===== config.mk =====
export PLATFORM = sky130hd
export DESIGN_NAME = irq_controller
export DESIGN_NICKNAME = d
export VERILOG_FILES = /design/src/rtl/irq_controller_pkg.sv /design/src/rtl/irq_controller_prio_enc.sv /design/src/rtl/irq_controller.sv
export SDC_FILE = /design/constraint.sdc
export NUM_CORES = 1
export LEC_CHECK = 0
export ABC_AREA = 1
export BUFFER_PORTS_ARGS = -buffer_cell sky130_fd_sc_hd__buf_2
export CAP_MARGIN = 5
export CORE_MARGIN = 3
export CORE_UTILIZATION = 44
export DETAILED_ROUTE_END_ITERATION = 6
export PLACE_DENSITY = 0.74
export SLEW_MARGIN = 5
export SYNTH_ARGS = -nofsm -noshare
export SYNTH_HDL_FRONTEND = slang
export SYNTH_SLANG_ARGS = --single-unit
export TNS_END_PERCENT = 30

===== constraint.sdc =====
create_clock -name clk -period 1.2 [get_ports clk]
set_clock_uncertainty 0.05 [all_clocks]
set_input_delay 0.18 -clock clk [delete_from_list [all_inputs] [get_ports clk]]
set_output_delay 0.18 -clock clk [all_outputs]
set_load 0.02 [all_outputs]

===== src/rtl/irq_controller_pkg.sv =====
// Shared definitions for the eight-source interrupt controller:
// FSM state encoding and source/index widths.
package irq_controller_pkg;

    localparam int NUM_SRC = 8;
    localparam int ID_W    = 3;

    typedef enum logic [1:0] {
        IDLE    = 2'd0,
        REQ     = 2'd1,
        SERVICE = 2'd2
    } state_e;

endpackage


===== src/rtl/irq_controller_prio_enc.sv =====
// Priority encoder: reports the highest set index of in, with valid when any bit is set.
module irq_controller_prio_enc
    import irq_controller_pkg::*;
(
    input  logic [NUM_SRC-1:0] in,
    output logic [ID_W-1:0]    out,
    output logic               valid
);

    // Ascending scan so the last match, the highest index, wins.
    always_comb begin
        out   = '0;
        valid = |in;
        for (int i = 0; i < NUM_SRC; i++) begin
            if (in[i]) begin
                out = ID_W'(i);
            end
        end
    end

endmodule


===== src/rtl/irq_controller.sv =====
// Eight-source interrupt controller: rising-edge capture into pending, mask,
// and a single-outstanding irq/ack/eoi handshake toward one consumer.
module irq_controller
    import irq_controller_pkg::*;
#(
    parameter logic [NUM_SRC-1:0] RESET_MASK = 8'hFF
) (
    input  logic               clk,
    input  logic               rst,
    input  logic [NUM_SRC-1:0] req,
    input  logic               mask_we,
    input  logic [NUM_SRC-1:0] mask_wdata,
    input  logic               ack,
    input  logic               eoi,
    output logic               irq,
    output logic [ID_W-1:0]    irq_id,
    output logic               busy,
    output logic [NUM_SRC-1:0] pending,
    output logic [NUM_SRC-1:0] mask
);

    state_e             state, state_n;
    logic [NUM_SRC-1:0] req_q;
    logic [NUM_SRC-1:0] req_edge;
    logic [NUM_SRC-1:0] eligible;
    logic [NUM_SRC-1:0] pend_clr;
    logic [ID_W-1:0]    enc_id;
    logic [ID_W-1:0]    id_n;
    logic               enc_valid;

    assign req_edge = req & ~req_q;
    assign eligible = pending & ~mask;

    irq_controller_prio_enc u_prio_enc (
        .in    (eligible),
        .out   (enc_id),
        .valid (enc_valid)
    );

    always_comb begin
        state_n  = state;
        id_n     = irq_id;
        pend_clr = '0;
        case (state)
            IDLE: begin
                if (enc_valid) begin
                    state_n = REQ;
                    id_n    = enc_id;
                end
            end
            REQ: begin
                // Presented source is locked in: no preemption, no withdrawal.
                if (ack) begin
                    state_n          = SERVICE;
                    pend_clr[irq_id] = 1'b1;
                end
            end
            SERVICE: begin
                if (eoi) begin
                    state_n = IDLE;
                end
            end
            default: state_n = IDLE;
        endcase
    end

    // A new edge on the bit being acknowledged re-arms it (set beats clear).
    always_ff @(posedge clk or posedge rst) begin
        if (rst) begin
            state   <= IDLE;
            req_q   <= '0;
            pending <= '0;
            mask    <= RESET_MASK;
            irq_id  <= '0;
            irq     <= 1'b0;
            busy    <= 1'b0;
        end else begin
            state   <= state_n;
            req_q   <= req;
            pending <= (pending & ~pend_clr) | req_edge;
            if (mask_we) begin
                mask <= mask_wdata;
            end
            irq_id  <= id_n;
            irq     <= (state_n == REQ);
            busy    <= (state_n == SERVICE);
        end
    end

endmodule


==> results list <==
- Routability-driven placement congestion ratio: 0.847
* Count of non-filler cells in the finished layout: 230
- The die is 59.2 um tall.
- The min-delay analysis places its worst path in the category input port to flop.
- Following the worst setup path forward leads to its endpoint at state[0].
- Total area of sequential cells: 787 um^2
* Final Hold Viols: 0
* Final setup violation count: 22
* Area enclosed by the die boundary: 3510 um^2
* Detailed placer's ending HPWL: 2.02 mm
* Clock root buffer: sky130_fd_sc_hd__clkbuf_4
- For the final routed database, the setup TNS stands at -1.12 ns.
- Global routing consumed, over all layers together, 19.0% of the routing resources.
- Once routing completed, OpenROAD measured the worst setup slack at -0.133 ns.
- Setup repair after global routing missed its margin: yes
- The detailed router finished its first iteration with 22 violations.
- Main area contributors after synthesis: sky130_fd_sc_hd__dfrtp_1 46%, sky130_fd_sc_hd__dfstp_2 17%, sky130_fd_sc_hd__nand2_1 10%, sky130_fd_sc_hd__o21ai_1 7.6%, sky130_fd_sc_hd__inv_1 6.9%
* Initial antenna violation count: 0
- Counting along the longest clock path gives a buffer depth of 2.
* Source of the worst register-to-register timing path: mask[4]
* Clock tree from TritonCTS: built
* Via/cell ratio: 4.79
- Counting every instance in the synthesized netlist gives 130.
* Slew at the pin closest to its max-slew limit: 0.381 ns
* Global-route wire length before repair: 4.95 mm
- After floorplanning, the core was divided into 18 placement rows.
- Across the run, the number of max-cap violations was 0.
* Mapped Area: 1250 um^2
- The top cell types in the final layout, fill and taps aside, are 31 x sky130_fd_sc_hd__buf_2, 24 x sky130_fd_sc_hd__nand2_1, 22 x sky130_fd_sc_hd__dfrtp_1, 18 x sky130_fd_sc_hd__inv_1, 17 x sky130_fd_sc_hd__buf_4.
- Die Span X: 59.2 um
- PnR Total Power: 3.63 mW
* Setup slack on the worst flop-to-flop path: -0.13 ns
- Starting density of the core: 48.1%
- The critical path runs through a total of 7 cells.
- Share of final-layout standard cells stronger than drive strength 1: 48.0%
- Number of port buffers: 41
- The critical path in this run is classified as flop to flop.
- The final count of pins violating max slew was 0.
- The cell family contributing the most delay on the critical path is flip-flops.
- Later-pin clock latency in the skew report: 0.33 ns
* Syn Area/Cell: 9.59 um^2
* Antenna diodes: 0
* Max Freq: 750 MHz
- Most frequent cell on the critical path: sky130_fd_sc_hd__nand2_2
* TritonCTS Buffers: 5
- Violations in the final reports: setup timing
- Synthesis produced a netlist with a net count of 151.
- Area delta synth->final: 47.0%
* Largest area contributor in the netlist: sky130_fd_sc_hd__dfrtp_1
- The count of nets left with antenna violations once routing finished came out at 0.
- The top cell type by area accounts for 46.2% of the synthesized area.
- Total number of vias: 1101
- The number of buffers and inverters on the critical path is 1.
* Fin crit share: 111%
* Total congestion overflow after global routing: 0
- The worst pin sits at a relative slew slack of 74.6%.
- Proportion of synthesized chip area in sequential cells: 63.1%
- Outcome: finished, violations left
- Register clock-pin slew on the reported worst setup and hold paths: 0.09 ns
- # nets final: 220
- Yosys reg bits: 31
* CP Max Fanout: 8
- Fillers: 190
- Leaving out fill and tap cells, the most frequent cell in the layout is sky130_fd_sc_hd__buf_2.
- Minimum clock period after layout: 1.33 ns
* Number of iterations in the first detailed-routing pass: 5
- Yosys mapped the design onto 15 distinct sky130hd cell types.
- Number of global-route vias before repair: 1183
- Post-DR wirelength/cell: 12.9 um
- Summing all multi-input logic gate instances after layout gives 433 um^2.
* Hold path cells: 3
* CP required: 1.35 ns
- Clock Sink Count: 31
- Routed wire length: 2.96 mm
- For this run, design rule violations remaining after detail routing come to 0.
- Entering global routing, the biggest net connects 32 pins.
- STA classifies the critical path endpoint as a flop.
- H-tree levels: 2
- Number of cell instances on the worst register-to-register path: 7
* Setup crit start kind: flop
- Worst vdd rail ir drop: 1.31 mV
- The core region is 2590 um^2.
- Yosys warning count: 0
- The worst register-to-register path ends at state[0].
- The largest individual stage delay along the critical path comes from the cell sky130_fd_sc_hd__dfstp_2.
* Ratio of total power to cell area: 1980 nW/um^2
- Data arrival time of the worst path: 1.48 ns
- Summed over all cells, the static leakage comes to 0.934 nW.
* Worst-path cell chain: inv_2 > nand2_2 > nand2_2 > nor2_4 > nand2_2 > nand2_4 > o21ai_0
* Final hold slack: 0.00751 ns
- Number of top-level design ports: 42
* Number of placed instances with taps included: 209
* Maximum cell stage delay along the critical path: 0.55 ns
- Source of the critical timing path: mask[4]
area by class of cell:
| class | count | share of cell area [%] |
|---|---|---|
| clock buffers | 8 | 2.66 |
| inverters | 23 | 4.71 |
| well taps | 30 | 2.05 |
| flip-flops and latches | 31 | 43.0 |
| repair buffers | 63 | 24.0 |
| multi-input cells | 75 | 23.6 |
flip-flops by register name, indices dropped and copies added (netlist names):
signal / cells
mask: 8
pending: 8
req_q: 8
irq_id: 3
state: 2
busy: 1
irq: 1
timing repair:
action / CTS / global route
endpoints found under the hold margin: 33 / 0
setup endpoints to repair: 22 / 26
resized for setup: 16 / 19
buffers inserted: 2 / 1
hold buffers: 10 / 0
pin swaps: 2 / 4
cell usage after synthesis, drive strengths merged:
library cell / n
inv: 23
a31oi: 1
o21ai: 28
nor2: 5
dfrtp: 23
mux2: 1
dfstp: 8
or2: 1
o22ai: 2
nand2: 37
clkbuf: 1
logic make-up (layout without fill, tap and decap cells):
| family | count (synthesis) | in the layout | share of synthesized area, % |
|---|---|---|---|
| mux | 1 | 1 | 0.904 |
| flops | 31 | 31 | 63.1 |
| simple gates | 43 | 43 | 16.1 |
| compound gates | 31 | 31 | 12.8 |
| buf+inv | 24 | 94 | 7.23 |
worst register-to-register path, cell delays in order (launching register included):
cell,delay [ns]
sky130_fd_sc_hd__dfstp_2,0.55
sky130_fd_sc_hd__inv_2,0.04
sky130_fd_sc_hd__nand2_2,0.08
sky130_fd_sc_hd__nand2_2,0.09
sky130_fd_sc_hd__nor2_4,0.11
sky130_fd_sc_hd__nand2_2,0.07
sky130_fd_sc_hd__nand2_4,0.09
sky130_fd_sc_hd__o21ai_0,0.13
power breakdown:
group	switching (mW)	leakage, nW	internal [mW]	total, mW
Sequential	0.222	0.333	1.30	1.53
Combinational	0.914	0.574	0.622	1.54
Clock	0.335	0.0265	0.233	0.568
through the flow:
step | worst slack [ns] | area (um^2) | utilization [%]
6_report | -0.133 | 1830 | 70.7
5_1_grt | -0.193 | 1830 | 70.7
4_1_cts | -0.140 | 1770 | 68.3
3_5_place_dp | -0.167 | 1560 | 60.1
3_3_place_gp | -0.0835 | 1560 | 60.1
2_1_floorplan | -0.125 | 1250 | -
worst min-delay path by stage:
| stage | to | startpoint | slack (ns) |
|---|---|---|---|
| after global placement | req_q[0] | rst | 0.21 |
| final | mask[7] | mask_wdata[7] | 0.008 |
| after detailed placement | req_q[3] | rst | 0.22 |
| after global routing | mask[7] | mask_wdata[7] | 0.01 |
| after CTS | mask[7] | mask_wdata[7] | 0.006 |
| after floorplan | req_q[0] | req[0] | 0.16 |
metal layers:
layer  routed length [um]  global-route usage (%)  vias up
met5                    0                       0        -
met3                  137                    4.79        5
li1                     -                       -      542
met2                 1580                    32.9       32
met1                 1190                    21.1      522
met4                   46                    10.4        0
(Power assumes the default switching activity.)
